`src/rtl/readout_seq.sv`:
```
// readout_seq: row-readout sequencer driving per-row precharge/sample/convert phases
// Ports:
//   CLK, rst_n        clock, asynchronous active-low reset
//   trigger_i         single-cycle frame start from the exposure block
//   NUM_ROW           rows per frame (clamped to 2**ROW_W)
//   T1..T6            phase durations in CLK cycles (0 behaves as 1)
//   re_busy           high from frame start to frame end
//   ROWADD            current readout row
//   PRECH_COL, SAMP_R, PGA_RES, SAMP_S, READ   mutually exclusive phase outputs
//   MUX_START         first CONV cycle, ADC_DATA_VALID last CONV cycle
//   overrun           sticky, trigger seen while busy
module readout_seq #(
    parameter int ROW_W = 9,
    parameter int CNT_W = 32
) (
    input  logic             CLK,
    input  logic             rst_n,
    input  logic             trigger_i,
    input  logic [9:0]       NUM_ROW,
    input  logic [CNT_W-1:0] T1,
    input  logic [CNT_W-1:0] T2,
    input  logic [CNT_W-1:0] T3,
    input  logic [CNT_W-1:0] T4,
    input  logic [CNT_W-1:0] T5,
    input  logic [CNT_W-1:0] T6,
    output logic             re_busy,
    output logic [ROW_W-1:0] ROWADD,
    output logic             PRECH_COL,
    output logic             SAMP_R,
    output logic             PGA_RES,
    output logic             SAMP_S,
    output logic             READ,
    output logic             MUX_START,
    output logic             ADC_DATA_VALID,
    output logic             overrun
);
    typedef enum logic [2:0] {IDLE, PRECH, SETTLE, SAMPR, PGARES, SAMPS, CONV, DONE} state_t;
    localparam logic [9:0] MAX_ROWS = 10'(1 << ROW_W);
    state_t           state_q, state_d;
    logic [CNT_W-1:0] cnt_q, cnt_d, cur_t;
    logic [CNT_W-1:0] t_q [6];
    logic [CNT_W-1:0] t_d [6];
    logic [9:0]       rows_q, rows_d, num_clamped;
    logic [ROW_W-1:0] row_q, row_d;
    logic             phase_end, last_row, start;
    logic             busy_q, busy_d, prech_q, prech_d, sampr_q, sampr_d, pgares_q, pgares_d;
    logic             samps_q, samps_d, read_q, read_d, mux_q, mux_d, adv_q, adv_d;
    logic             overrun_q, overrun_d;

    assign num_clamped = NUM_ROW > MAX_ROWS ? MAX_ROWS : NUM_ROW;
    assign start       = state_q == IDLE && trigger_i;

    always_ff @(posedge CLK or negedge rst_n) begin
        if (!rst_n) state_q <= IDLE;
        else        state_q <= state_d;
    end

    // A phase ends once it has spent max(T,1) cycles, so T=0 and T=1 both end at cnt 0.
    always_comb begin
        cur_t = '0;
        case (state_q)
            PRECH:   cur_t = t_q[0];
            SETTLE:  cur_t = t_q[1];
            SAMPR:   cur_t = t_q[2];
            PGARES:  cur_t = t_q[3];
            SAMPS:   cur_t = t_q[4];
            CONV:    cur_t = t_q[5];
            default: cur_t = '0;
        endcase
        phase_end = cnt_q + CNT_W'(1) >= cur_t;
        last_row  = 10'(row_q) + 10'd1 >= rows_q;
        state_d   = state_q;
        case (state_q)
            IDLE:    if (trigger_i) state_d = num_clamped == '0 ? DONE : PRECH;
            PRECH:   if (phase_end) state_d = SETTLE;
            SETTLE:  if (phase_end) state_d = SAMPR;
            SAMPR:   if (phase_end) state_d = PGARES;
            PGARES:  if (phase_end) state_d = SAMPS;
            SAMPS:   if (phase_end) state_d = CONV;
            CONV:    if (phase_end) state_d = last_row ? DONE : PRECH;
            default: state_d = IDLE;
        endcase
    end

    always_comb begin
        cnt_d  = (state_d != state_q || state_q == IDLE) ? '0 : cnt_q + CNT_W'(1);
        rows_d = start ? num_clamped : rows_q;
        t_d[0] = start ? T1 : t_q[0];
        t_d[1] = start ? T2 : t_q[1];
        t_d[2] = start ? T3 : t_q[2];
        t_d[3] = start ? T4 : t_q[3];
        t_d[4] = start ? T5 : t_q[4];
        t_d[5] = start ? T6 : t_q[5];
        row_d  = start ? '0 : (state_q == CONV && state_d == PRECH) ? row_q + ROW_W'(1) : row_q;
    end

    // Outputs decode the next state so every output is a flop aligned with its state.
    always_comb begin
        busy_d    = state_d != IDLE;
        prech_d   = state_d == PRECH;
        sampr_d   = state_d == SAMPR;
        pgares_d  = state_d == PGARES;
        samps_d   = state_d == SAMPS;
        read_d    = state_d == CONV;
        mux_d     = state_d == CONV && cnt_d == '0;
        adv_d     = state_d == CONV && cnt_d + CNT_W'(1) >= t_q[5];
        overrun_d = overrun_q | (trigger_i && state_q != IDLE);
    end

    always_ff @(posedge CLK or negedge rst_n) begin
        if (!rst_n) begin
            cnt_q     <= '0;
            rows_q    <= '0;
            row_q     <= '0;
            for (int i = 0; i < 6; i++) t_q[i] <= '0;
            busy_q    <= 1'b0;
            prech_q   <= 1'b0;
            sampr_q   <= 1'b0;
            pgares_q  <= 1'b0;
            samps_q   <= 1'b0;
            read_q    <= 1'b0;
            mux_q     <= 1'b0;
            adv_q     <= 1'b0;
            overrun_q <= 1'b0;
        end else begin
            cnt_q     <= cnt_d;
            rows_q    <= rows_d;
            row_q     <= row_d;
            for (int i = 0; i < 6; i++) t_q[i] <= t_d[i];
            busy_q    <= busy_d;
            prech_q   <= prech_d;
            sampr_q   <= sampr_d;
            pgares_q  <= pgares_d;
            samps_q   <= samps_d;
            read_q    <= read_d;
            mux_q     <= mux_d;
            adv_q     <= adv_d;
            overrun_q <= overrun_d;
        end
    end

    assign re_busy        = busy_q;
    assign ROWADD         = row_q;
    assign PRECH_COL      = prech_q;
    assign SAMP_R         = sampr_q;
    assign PGA_RES        = pgares_q;
    assign SAMP_S         = samps_q;
    assign READ           = read_q;
    assign MUX_START      = mux_q;
    assign ADC_DATA_VALID = adv_q;
    assign overrun        = overrun_q;
endmodule

```
`config.mk`:
```
export PLATFORM = sky130hd
export DESIGN_NAME = readout_seq
export DESIGN_NICKNAME = d
export VERILOG_FILES = /design/src/rtl/readout_seq.sv
export SDC_FILE = /design/constraint.sdc
export NUM_CORES = 1
export LEC_CHECK = 0
export BUFFER_PORTS_ARGS = -buffer_cell sky130_fd_sc_hd__buf_2
export CORE_AREA = 2 2 180 182
export DETAILED_ROUTE_END_ITERATION = 10
export DIE_AREA = 0 0 182 184
export HOLD_SLACK_MARGIN = 0.02
export PLACE_DENSITY = 0.65
export SETUP_SLACK_MARGIN = 0.2
export SYNTH_ARGS = -nofsm -noshare
export SYNTH_HDL_FRONTEND = slang
export SYNTH_SLANG_ARGS = --single-unit
```
`constraint.sdc`:
```
create_clock -name CLK -period 7.55 [get_ports CLK]
set_clock_uncertainty 0.2 [all_clocks]
set_input_delay 0.755 -clock CLK [delete_from_list [all_inputs] [get_ports CLK]]
set_output_delay 0.755 -clock CLK [all_outputs]
set_load 0.03 [all_outputs]
```
## Yosys cells after proc, flatten, opt, wreduce, memory -nomap -nowiden

Cells that the tools add are included.

| cells by class | value |
|---|---|
| bitwise operators | 1 |
| reductions and logical operators | 12 |
| equality and inequality tests | 12 |
| order comparisons | 4 |
| add/subtract/negate cells | 4 |
| muxes and demuxes | 15 |

Operators by type and width:

| kind | count |
|---|---|
| 32-bit one-hot mux with 6 select lines | 1 |
| 32-bit by 1-bit adder with 32-bit output, second input constant | 2 |
| 32-bit >= comparator | 2 |
| 32-bit zero test | 1 |
| 32-bit 2-to-1 mux | 1 |
| 3-bit 2-to-1 mux | 9 |
| 3-bit one-hot mux with 7 select lines | 1 |
| 3-bit == test, second input constant | 6 |
| 9-bit 2-to-1 mux | 2 |
| 9-bit by 1-bit adder with 10-bit output, second input constant | 1 |
| 10-bit >= comparator | 1 |
| 10-bit greater-than comparator, second input constant | 1 |
| 10-bit zero test | 1 |
| 10-bit 2-to-1 mux | 1 |
| 9-bit by 1-bit adder with 9-bit output, second input constant | 1 |
| 3-bit by 2-bit == test with 1-bit output, second input constant | 3 |
| 3-bit by 1-bit == test with 1-bit output, second input constant | 2 |
| 3-bit nonzero test | 2 |
| 1-bit logical AND | 5 |
| 3-bit zero test | 1 |
| 3-bit != test | 1 |
| 2-bit nonzero test | 1 |
| 1-bit logical OR | 1 |
| 1-bit OR | 1 |

| word-level totals | value |
|---|---|
| logic and storage cells | 67 |
| flip-flop bits (word level) | 255 |

## Longest topological paths before layout

Gate-level depths: netlist of run 1.

| logic depth | value |
|---|---|
| word-level depth | 12 |
| mapped depth | 29 |

## Worst setup path after synthesis of run 1

Ideal clock, no wire load.

| timing path | value |
|---|---|
| path type | register to register |
| start | reg state_q[0] |
| end | reg adv_q (netlist: ADC_DATA_VALID) |
| clock period less this slack | 5.942 ns |
| required time | 7.192 ns |
| setup time | 0.158 ns |
| arrival | 5.585 ns |
| cell stages (with the launch flop) | 29 |
| buffers on the path | 5 |
| path slack | 1.608 ns |
| path through | dfrtp_1 -> clkbuf_1 -> inv_1 -> clkbuf_1 -> nor3_1 -> clkbuf_1 -> a22oi_1 -> nand2_1 -> a221oi_1 -> ha_1 -> a21oi_1 -> o21ai_0 -> a221oi_1 -> o21bai_1 -> a211o_1 -> clkbuf_1 -> nand2b_1 -> clkbuf_1 -> nor3_1 -> mux2_2 -> ha_1 -> a21o_1 -> a21o_1 -> a21o_1 -> a21o_1 -> a211oi_1 -> o21ai_0 -> a21oi_1 -> nor4_1 |

| between the ends | value |
|---|---|
| longest elaborated chain between the ends | 11 |
| elaborated cells between the ends (all ways) | 24 |

Ends and longest elaborated chain:

| element | line | text |
|---|---|---|
| start: declaration | 39 | `state_t state_q, state_d;` |
| start signal: assignment | 55 | `else state_q <= state_d;` |
| 3-bit == test (tied with other cells) | 61, 73 |  |
| 32-bit one-hot mux with 6 select lines | 61 | `case (state_q)` |
| 32-bit >= comparator | 70 | `phase_end = cnt_q + CNT_W'(1) >= cur_t;` |
| 3-bit 2-to-1 mux (tied with other cells) | 80 | `CONV: if (phase_end) state_d = last_row ? DONE : PRECH;` |
| 3-bit one-hot mux with 7 select lines | 73 | `case (state_q)` |
| 3-bit != test | 86 | `cnt_d = (state_d != state_q \|\| state_q == IDLE) ? '0 : cnt_q + CNT_W'(1);` |
| 1-bit logical OR | 86 |  |
| 32-bit 2-to-1 mux | 86 |  |
| 32-bit by 1-bit adder with 32-bit output | 106 | `adv_d = state_d == CONV && cnt_d + CNT_W'(1) >= t_q[5];` |
| 32-bit >= comparator | 106 |  |
| 1-bit logical AND (*) | 106 |  |
| via adv_d | 47 | `logic samps_q, samps_d, read_q, read_d, mux_q, mux_d, adv_q, adv_d;` |
| end signal: assignment | 137 | `adv_q <= adv_d;` |
| end: declaration | 47 |  |

Mark *: on every way through the listed nets, which the timed path passes. The rest lies on a longest branch.
A chain may end at the register's enable or synchronous reset.

## Worst setup path in the final report of run 1

| timing path | value |
|---|---|
| start | reg cnt_q[0] |
| end | reg adv_q (netlist: ADC_DATA_VALID) |

| between the ends | value |
|---|---|
| longest elaborated chain between the ends | 10 |
| elaborated cells between the ends (all ways) | 16 |

Ends and longest elaborated chain:

| element | line | text |
|---|---|---|
| start: declaration | 40 | `logic [CNT_W-1:0] cnt_q, cnt_d, cur_t;` |
| start signal: assignment | 126 | `cnt_q <= cnt_d;` |
| 32-bit by 1-bit adder with 32-bit output (*) | 70, 86 |  |
| 32-bit >= comparator | 70 |  |
| 3-bit 2-to-1 mux (tied with other cells) | 80 |  |
| 3-bit one-hot mux with 7 select lines | 73 |  |
| 3-bit != test | 86 |  |
| 1-bit logical OR | 86 |  |
| 32-bit 2-to-1 mux | 86 |  |
| 32-bit by 1-bit adder with 32-bit output | 106 |  |
| 32-bit >= comparator | 106 |  |
| 1-bit logical AND (*) | 106 |  |
| via adv_d | 47 |  |

Marked as above.

==> impl_metrics.yaml, run 1 <==
clocking:
  cts_resized: 0
  cts_root_buf: "clkbuf_16"
  cts_tree: "yes"
  cts.clk_slew.worst_paths_ns: 0.06
  h-tree-depth: 1
  clock_latency_ns: 0.57
  cts_setup_buffers: 0
  clock_sinks: 255
  cts_buffers: 29
  cts_hold_buf: 0
  clk_path_buf_depth: 3
yosys:
  ys_seq_elements: 255
  synth_compound_area_frac: 0.117
  synth_simple_gate_area_frac: 0.265
  synth_ff_type: "dfrtp_1"
  synthTopCellsByArea: "dfrtp_1, nand2_1, ha_1"
  synth.largest_area_cell: "dfrtp_1"
  synth_area_um2: 14000
  syn_area_per_cell_um2: 8.47
  yosysWarningCount: 0
  synth_fa_ha_area_frac: 0.0680
  synth_xor_area_frac: 0.0306
  ys_seq_area_frac: 0.456
  synth_nets: 1932
  ys_types: 66
  synth_edf_count: 0
  muxShareOfSynthArea: 0.0197
  synth_top_family_by_area: "simple AND/OR/NAND/NOR gates"
  synth_cells: 1651
  ys_async_sr_fraction: 1.00
  yosys.area.top_type_share: 0.456
worst_setup_path:
  reg2reg_slack_ns: 0.65
  endpoint_kind: "flop"
  critPathArrivalTime_ns: 7.13
  critPathKind: "reg -> reg"
  startpoint_type: "flop"
  cp_max_fo: 9
  cp_cell_sequence: "ha_1 > and2_1 > nand4_1 > o31a_1 > nor2_1 > inv_1 > ha_1 > nand2_1 > o21ai_0 > a221oi_1 > o21bai_1 > a211o_1 > nand4bb_1 > nor3_1 > mux2_2 > ha_1 > a21o_1 > a21o_1 > a21o_1 > a21o_1 > a211oi_1 > o21ai_0 > a21oi_1 > nor4_1"
  r2r-start: "cnt_q[0]"
  crit_path_frequent_cell: "a21o_1"
  cp_slowest_cell: "dfrtp_1"
  r2r-end: "ADC_DATA_VALID"
  worst_path_largest_cell_delay_ns: 0.57
  critPathRequiredTime_ns: 7.78
  reg2reg_depth: 24
die:
  initial_core_util: 0.445
  dieArea_um2: 33500
  die_h_um: 184
  die_w_um: 182
  rows: 65
  fp.coreArea_um2: 31400
  io_pins: 223
pwr:
  p_comb_frac: 0.030
  swShare: 0.220
  p_sw_mw: 0.632
  p_per_area_nw_per_um2: 175
  internal_power_mw: 2.24
  total_power_mw: 2.87
  ir_worst_vdd_mv: 0.180
  clkPwrFrac: 0.494
  seqPwrFrac: 0.476
  leakage_nw: 9.23
detailed_routing:
  wirelength_um: 42200
  drtIter0Drc: 923
  viasPerCell: 5.43
  antenna_left: 0
  route.detailed.drc: 0
  dr.pass1.iters: 5
  detail_route.wl_per_cell_um: 18.6
  vias: 12306
cells_and_area:
  area.growth.synth_to_final_pct: 17.7
  fillCellCount: 3020
  seqCellArea_um2: 6380
  finalNetCount: 2123
  final_common_cell: "nand2_1"
  fin_util: 0.524
  design_area_um2: 16500
  final_cell_mix: "nand2_1, dfrtp_1, buf_2"
  final_layout_size_suffix_gt1_frac: 0.176
  multi_input_area_um2: 7010
  antenna_cells: 0
grt:
  grt_pass1_vias: 12026
  overflow: 0
  grtUsageTotal: 0.249
  grt_max_degree: 150
  grt_pass1_wl_um: 65600
  antenna_found_initial: 0
outcome:
  outcome: "finished clean"
job:
  max-cap-violations: 0
sta:
  finalMaxSlewViolations: 0
  period_share: 0.914
  rsz0062_at_grt: "no"
  hold_slack_ns: 0.00955
  tightestPinTransition_ns: 1.00
  final-setup-viol-count: 0
  slew_headroom: 0.333
  hold_viol: 0
  min_period_ns: 6.90
  finalSetupTns_ns: 0
  fmax_mhz: 145
placement:
  numPortBuffers: 222
  placed_area_um2: 15500
  gp_congestion: 0.884
  dp_hpwl_um: 31600
hold_path:
  min_path_type: "in -> async"
==> worst max-delay path by stage <==
| stage | start | to | slack [ns] |
|---|---|---|---|
| finish | cnt_q[0] | ADC_DATA_VALID | 0.65 |
| CTS | cnt_q[0] | ADC_DATA_VALID | 0.69 |
| global route | cnt_q[0] | ADC_DATA_VALID | 0.25 |
| floorplan | state_q[0] | ADC_DATA_VALID | 1.61 |
| detailed placement | cnt_q[0] | ADC_DATA_VALID | 0.70 |
| global placement | cnt_q[0] | ADC_DATA_VALID | 0.78 |
==> area by class of cell <==
type                       instances  share of cell area
timing repair buffer             248              0.0807
clock buffer                      42              0.0507
multi-input combinational       1235               0.426
inverter                          73              0.0166
sequential                       255               0.388
clock inverter                    10             0.00768
tap                              402              0.0306
==> synth_stat cells (all sizes together) (4+ instances only) <==
library cell / n
nand2: 592
dfrtp: 255
clkbuf: 76
ha: 76
inv: 73
o21ai: 67
nor2: 64
a22oi: 48
nand3: 34
nor4: 31
a221oi: 28
a21oi: 27
nand4: 27
xnor2: 25
a21o: 24
nor3: 24
xor2: 23
mux2i: 14
and3: 13
nor2b: 13
buf: 12
mux2: 12
nor3b: 9
and2: 7
and4: 7
o31a: 7
a221o: 6
a31oi: 6
nand2b: 6
nand3b: 6
or2: 4
or3: 4
==> sequential cells by signal, indices dropped and copies added, names as in the netlist, 3 cells and up <==
register,cells
t_q,192
ROWADD,9
state_q,3
rows_q,10
cnt_q,32
==> power by group through the flow <==
stage          combinational [mW]  clock [mW]  sequential [mW]
2_1_floorplan             0.00192           0             1.39
3_3_place_gp               0.0892           0             1.39
3_5_place_dp               0.0887           0             1.39
4_1_cts                    0.0892        1.45             1.37
5_1_grt                    0.0975        1.50             1.37
6_report                   0.0873        1.42             1.37
==> layer usage <==
layer  GRT usage  wire length [um]  up-vias  share of wire
li1            -                 -     5994              -
met1       0.370             20000     5855           0.47
met2       0.378             18300      393           0.43
met3      0.0388              2720       64          0.065
met4      0.0690              1130        0          0.027
met5           0                 0        -              0
==> cells by family (layout without fill, tap and decap cells) <==
family,Yosys count,in the layout
compound gates,238,238
xor+xnor,48,48
fa+ha+maj,76,76
buf+inv,161,373
flops,255,255
mux,26,26
simple gates,847,847
==> through the flow <==
stage,worst slack [ns],instances
3_3_place_gp,0.775,2213
5_1_grt,0.255,2265
4_1_cts,0.687,2265
3_5_place_dp,0.696,2213
2_1_floorplan,1.61,1651
6_report,0.650,2265
==> critical path: cells and delay by family (launching register included) <==
family | cells | cell delay, ns
compound gates | 12 | 2.84
simple gates | 7 | 1.79
fa+ha+maj | 3 | 0.92
flops | 1 | 0.57
mux | 1 | 0.36
buf+inv | 1 | 0.10
Power figures use the tool's default switching activity.
==> run 2: changes to the inputs <==
--- a/config.mk
+++ b/config.mk
@@ -5,12 +5,12 @@
 export SDC_FILE = /design/constraint.sdc
 export NUM_CORES = 1
 export LEC_CHECK = 0
+export ABC_AREA = 1
 export BUFFER_PORTS_ARGS = -buffer_cell sky130_fd_sc_hd__buf_2
-export CORE_AREA = 2 2 180 182
+export CORE_AREA = 2 2 183 185
 export DETAILED_ROUTE_END_ITERATION = 10
-export DIE_AREA = 0 0 182 184
+export DIE_AREA = 0 0 185 187
 export HOLD_SLACK_MARGIN = 0.02
-export PLACE_DENSITY = 0.65
 export SETUP_SLACK_MARGIN = 0.2
 export SYNTH_ARGS = -nofsm -noshare
 export SYNTH_HDL_FRONTEND = slang
==> run 2 against run 1 <==
  * Worst hold slack improved by 0.025 ns
  * Area after synthesis increased by 3.1%
  * Sequential power increased by 36%
  * Die area increased by 3.3%
  * Synthesized cell count increased by 12%
  * First-iteration DRC count increased by 7.0%
  * Global-route usage increased by 0.44 points
  * Power increased by 61%
  * Worst setup slack improved by 0.076 ns
  * Wire length increased by 3.9%
  * Combinational power increased to 15 times the previous value
  * Largest cell class unchanged
==> impl_metrics.yaml, run 2 <==
detailed_routing:
  dr.pass1.iters: 5
  antenna_left: 0
  detail_route.wl_per_cell_um: 17.4
  wirelength_um: 43800
  drtIter0Drc: 988
  viasPerCell: 5.10
  vias: 12810
  route.detailed.drc: 0
yosys:
  syn_area_per_cell_um2: 7.79
  synth.largest_area_cell: "dfrtp_1"
  synthTopCellsByArea: "dfrtp_1, nand2_1, inv_1"
  synth_cells: 1852
  ys_seq_area_frac: 0.443
  ys_async_sr_fraction: 1.00
  yosysWarningCount: 0
  yosys.area.top_type_share: 0.443
  synth_nets: 2133
  ys_types: 49
  synth_common_cells: "nand2_1, inv_1, dfrtp_1"
  synth_edf_count: 0
  yosysMostFrequentCell: "nand2_1"
  synth_area_um2: 14400
  synth_ff_type: "dfrtp_1"
  ys_seq_elements: 255
sta:
  fmax_mhz: 147
  period_share: 0.904
  finalMaxSlewViolations: 0
  finalSetupTns_ns: 0
  hold_viol: 0
  rsz0062_at_grt: "no"
  final-setup-viol-count: 0
  slew_headroom: 0.151
  min_period_ns: 6.82
  tightestPinTransition_ns: 1.27
worst_setup_path:
  crit_path_frequent_cell: "nand2_1"
  cp_max_fo: 37
  setup.worst_path.start: "state_q[0]"
  endpoint_kind: "flop"
  r2r-start: "state_q[0]"
  r2r-end: "ADC_DATA_VALID"
  startpoint_type: "flop"
  cp_num_cells: 31
  crit_family: "simple AND/OR/NAND/NOR gates"
  cp_slowest_cell: "inv_1"
  critPathArrivalTime_ns: 7.06
  reg2reg_depth: 31
  reg2reg_slack_ns: 0.73
  path_buf_inv: 3
  critPathKind: "reg -> reg"
  crit_path_end: "ADC_DATA_VALID"
  critPathRequiredTime_ns: 7.79
  worst_path_largest_cell_delay_ns: 0.92
clocking:
  cts_resized: 0
  clk_path_buf_depth: 3
  cts_setup_buffers: 0
  cts_tree: "yes"
  cts_hold_buf: 0
  clock_latency_ns: 0.55
  h-tree-depth: 1
  cts_buffers: 29
  cts_root_buf: "clkbuf_16"
  clock_sinks: 255
  cts.clk_slew.worst_paths_ns: 0.06
grt:
  grt_pass1_vias: 12341
  overflow: 0
  grt_pass1_wl_um: 67800
  antenna_found_initial: 0
  grtUsageTotal: 0.254
  grt_max_degree: 225
die:
  initial_core_util: 0.439
  io_pins: 223
  dieArea_um2: 34600
  rows: 67
  fp.coreArea_um2: 32900
  die_h_um: 187
  die_w_um: 185
pwr:
  leakage_nw: 8.65
  swShare: 0.334
  p_per_area_nw_per_um2: 274
  clkPwrFrac: 0.314
  internal_power_mw: 3.08
  ir_worst_vdd_mv: 0.165
  seqPwrFrac: 0.404
  p_sw_mw: 1.55
  p_comb_frac: 0.282
cells_and_area:
  area.growth.synth_to_final_pct: 17.0
  reg_top3: "t_q x192, cnt_q x32, rows_q x10"
  fin_util: 0.513
  largest_reg_flops: 192
  final_common_cell: "nand2_1"
  antenna_cells: 0
  finalNetCount: 2323
  final_cell_mix: "nand2_1, inv_1, dfrtp_1"
  regMostFlops: "t_q"
  final_cells: 2511
  final_layout_size_suffix_gt1_frac: 0.157
  design_area_um2: 16900
placement:
  gp_congestion: 0.943
  placed_area_um2: 15900
  dp_hpwl_um: 33100
  numPortBuffers: 222
  dp_cells: 2459
hold_path:
  min_path_type: "in -> async"
job:
  max-cap-violations: 0
outcome:
  outcome: "finished clean"
## run 2: logic make-up after synthesis
family / share of synthesized area
AND/OR/NAND/NOR: 0.219
buffers and inverters: 0.108
AO/OA/AOI/OAI: 0.141
flip-flops: 0.443
adder cells (fa/ha/maj): 0.0659
XOR/XNOR: 0.0242
## run 2: worst min-delay path by stage
| stage | from | end | cells past startpoint |
|---|---|---|---|
| floorplan | t_q[127] | t_q[127] | 2 |
| global placement | overrun | overrun | 1 |
| detailed placement | t_q[127] | t_q[127] | 2 |
| CTS | rst_n | t_q[130] | 1 |
| global route | rst_n | t_q[130] | 1 |
| finish | rst_n | t_q[130] | 1 |
## run 2: layout make-up
type                            instances  area [um^2]
Sequential cell                       255         6380
Tap cell                              448          561
Clock buffer                           43          828
Multi-Input combinational cell       1193         6490
Inverter                              334         1260
Clock inverter                          9          151
Fill cell                            3251        16000
Timing Repair Buffer                  229         1200
## run 2: worst reg2reg max path: cells and delay by family, from the launching register on
family	cells	cell delay [ns]
simple gates	21	3.28
buf+inv	3	1.14
compound gates	5	0.99
fa+ha+maj	2	0.65
flops	1	0.48
## run 2: metrics by stage
stage	setup slack [ns]	hold WS (ns)	power (mW)
3_5_place_dp	0.771	0.270	3.19
5_1_grt	0.228	0.128	4.92
6_report	0.726	0.0349	4.63
4_1_cts	0.700	0.0889	4.66
2_1_floorplan	2.55	0.245	2.74
3_3_place_gp	0.869	0.254	3.16
## run 2: power by group through the flow
stage / combinational (mW) / clock (mW) / sequential (mW)
4_1_cts: 1.31 / 1.48 / 1.87
6_report: 1.31 / 1.45 / 1.87
3_3_place_gp: 1.27 / 0 / 1.88
2_1_floorplan: 0.865 / 0 / 1.88
5_1_grt: 1.48 / 1.53 / 1.91
3_5_place_dp: 1.30 / 0 / 1.89
## run 2: metal layers
| layer | share of wire | track usage | up-vias |
|---|---|---|---|
| li1 | - | - | 6356 |
| met1 | 0.48 | 0.384 | 5988 |
| met2 | 0.43 | 0.380 | 395 |
| met3 | 0.062 | 0.0321 | 71 |
| met4 | 0.028 | 0.0739 | 0 |
| met5 | 0 | 0 | - |
==> run 3: changes to the inputs <==
--- a/config.mk
+++ b/config.mk
@@ -5,12 +5,12 @@
 export SDC_FILE = /design/constraint.sdc
 export NUM_CORES = 1
 export LEC_CHECK = 0
-export ABC_AREA = 1
 export BUFFER_PORTS_ARGS = -buffer_cell sky130_fd_sc_hd__buf_2
-export CORE_AREA = 2 2 183 185
+export CORE_AREA = 2 2 180 182
 export DETAILED_ROUTE_END_ITERATION = 10
-export DIE_AREA = 0 0 185 187
+export DIE_AREA = 0 0 182 184
 export HOLD_SLACK_MARGIN = 0.02
+export PLACE_DENSITY = 0.65
 export SETUP_SLACK_MARGIN = 0.2
 export SYNTH_ARGS = -nofsm -noshare
 export SYNTH_HDL_FRONTEND = slang
==> constraint.sdc (replaced) <==
create_clock -name CLK -period 6.5 [get_ports CLK]
set_clock_uncertainty 0.2 [all_clocks]
set_input_delay 0.65 -clock CLK [delete_from_list [all_inputs] [get_ports CLK]]
set_output_delay 0.65 -clock CLK [all_outputs]
set_load 0.03 [all_outputs]
==> run 3 against run 2 <==
  * Core utilization increased by 2.9 points
  * Sequential share of layout area fell by 0.31 points
  * Largest power group is now clock
  * First-iteration DRC count is 7.6% higher
  * Combinational power down 92%
  * Maximum frequency grew 14%
  * Final area up 0.93%
  * Worst setup slack worse by 0.20 ns
  * Non-clock buffer count increased by 49
  * Sequential power fell by 15%
  * Critical path depth decreased by 5
  * Cell count down 8.6%
==> impl_metrics.yaml, run 3 (same netlist as run 1, synthesis figures left out) <==
detailed_routing:
  dr.pass1.iters: 6
  wirelength_um: 42800
  drtIter0Drc: 1063
  vias: 12614
  met3RoutedLength_um: 3060
  route.detailed.drc: 0
  viasPerCell: 5.49
  detail_route.wl_per_cell_um: 18.6
  drt-met1-wl_um: 19900
  routed.top_layer: "met4"
  route.met2.wl_um: 18800
  antenna_left: 0
worst_setup_path:
  critPathKind: "reg -> reg"
  cp_slowest_cell: "dfrtp_2"
  critPathRequiredTime_ns: 6.72
  startpoint_type: "flop"
  critPathArrivalTime_ns: 6.20
  crit_path_frequent_cell: "a21o_1"
  endpoint_kind: "flop"
  worst_path_largest_cell_delay_ns: 0.45
  cp_max_fo: 7
die:
  dieArea_um2: 33500
  fp.coreArea_um2: 31400
  io_pins: 223
  die_h_um: 184
  rows: 65
  die_w_um: 182
  initial_core_util: 0.445
clocking:
  clock_latency_ns: 0.57
  h-tree-depth: 1
  cts.clk_slew.worst_paths_ns: 0.06
  cts_tree: "yes"
  clock_sinks: 255
  cts_buffers: 29
  clk_path_buf_depth: 3
  cts_root_buf: "clkbuf_16"
cells_and_area:
  reg_top3: "t_q x192, cnt_q x32, rows_q x10"
  regMostFlops: "t_q"
  fillCellCount: 2960
  final_cells: 2296
  largest_reg_flops: 192
  final_common_cell: "nand2_1"
  area.growth.synth_to_final_pct: 21.8
  final_cell_mix: "nand2_1, dfrtp_1, buf_2"
  antenna_cells: 0
  fin_util: 0.542
  finalNetCount: 2153
  final_layout_size_suffix_gt1_frac: 0.213
pwr:
  seqPwrFrac: 0.458
  p_per_area_nw_per_um2: 204
  swShare: 0.215
  p_sw_mw: 0.747
  ir_worst_vdd_mv: 0.198
  internal_power_mw: 2.72
  leakage_nw: 9.52
  p_comb_frac: 0.030
  clkPwrFrac: 0.512
sta:
  hold_viol: 0
  min_period_ns: 5.98
  rsz0062_at_grt: "no"
  tightestPinTransition_ns: 0.992
  slew_headroom: 0.339
  final-setup-viol-count: 0
  fmax_mhz: 167
  period_share: 0.920
  finalMaxSlewViolations: 0
  hold_slack_ns: 0.0690
  finalSetupTns_ns: 0
job:
  max-cap-violations: 0
grt:
  grt_max_degree: 174
  overflow: 0
  grt_pass1_vias: 12256
  antenna_found_initial: 0
  grtUsageTotal: 0.254
  grt_pass1_wl_um: 67200
placement:
  dp_cells: 2232
  gp_congestion: 0.933
  dp_hpwl_um: 31600
  numPortBuffers: 222
hold_path:
  min_path_type: "in -> reg"
outcome:
  outcome: "finished clean"
run 3: critical path: cells and delay by family, from the launching register on:
kind	cells	cell delay (ns)
AO/OA/AOI/OAI	10	2.04
XOR/XNOR	1	0.29
adder cells (fa/ha/maj)	3	0.81
buffers and inverters	3	0.53
flip-flops	1	0.45
multiplexers	1	0.36
AND/OR/NAND/NOR	8	1.15
run 3: what timing repair did:
action                                  in CTS  in global routing
hold buffers                                 1                  0
pin swaps                                    3                  6
gates resized for setup                      5                 49
endpoints found under the setup margin       1                  1
endpoints found under the hold margin       82                  0
setup buffers                                4                  6
run 3: through the flow:
| step | area (um^2) | worst slack (ns) | total power, mW |
|---|---|---|---|
| after floorplan | 14000 | 0.558 | 1.62 |
| after global placement | 15700 | -0.129 | 1.72 |
| after detailed placement | 15700 | -0.141 | 1.72 |
| after CTS | 16800 | 0.203 | 3.50 |
| after global routing | 17000 | 0.166 | 3.58 |
| final | 17000 | 0.521 | 3.47 |
run 3: cell type report:
type / count / area [um^2] / area share
Clock buffer: 37 / 816 / 0.0479
Sequential cell: 255 / 6390 / 0.375
Timing Repair Buffer: 278 / 1580 / 0.0929
Multi-Input combinational cell: 1235 / 7230 / 0.425
Inverter: 73 / 274 / 0.0161
Tap cell: 402 / 503 / 0.0295
Clock inverter: 16 / 230 / 0.0135
run 3: power groups by stage:
stage	registers [mW]	logic [mW]	clock network, mW
6_report	1.59	0.104	1.78
5_1_grt	1.59	0.116	1.88
4_1_cts	1.59	0.106	1.80
3_5_place_dp	1.62	0.105	0
3_3_place_gp	1.62	0.106	0
2_1_floorplan	1.62	0.00223	0
run 3: metal layers:
layer,track usage,vias up
met3,0.0374,74
met2,0.385,474
li1,-,6046
met1,0.384,6020
met5,0,-
met4,0.0600,0
run 3: worst paths after layout:
check	start	end	slack [ns]	cells past startpoint
max	cnt_q[0]	ADC_DATA_VALID	0.52	26
min	T4[6]	t_q[70]	0.07	3
max reg2reg	cnt_q[0]	ADC_DATA_VALID	0.52	26
min reg2reg	overrun	overrun	0.25	1
max in group asynchronous	rst_n	cnt_q[4]	4.24	3
min in group asynchronous	rst_n	t_q[120]	0.45	2
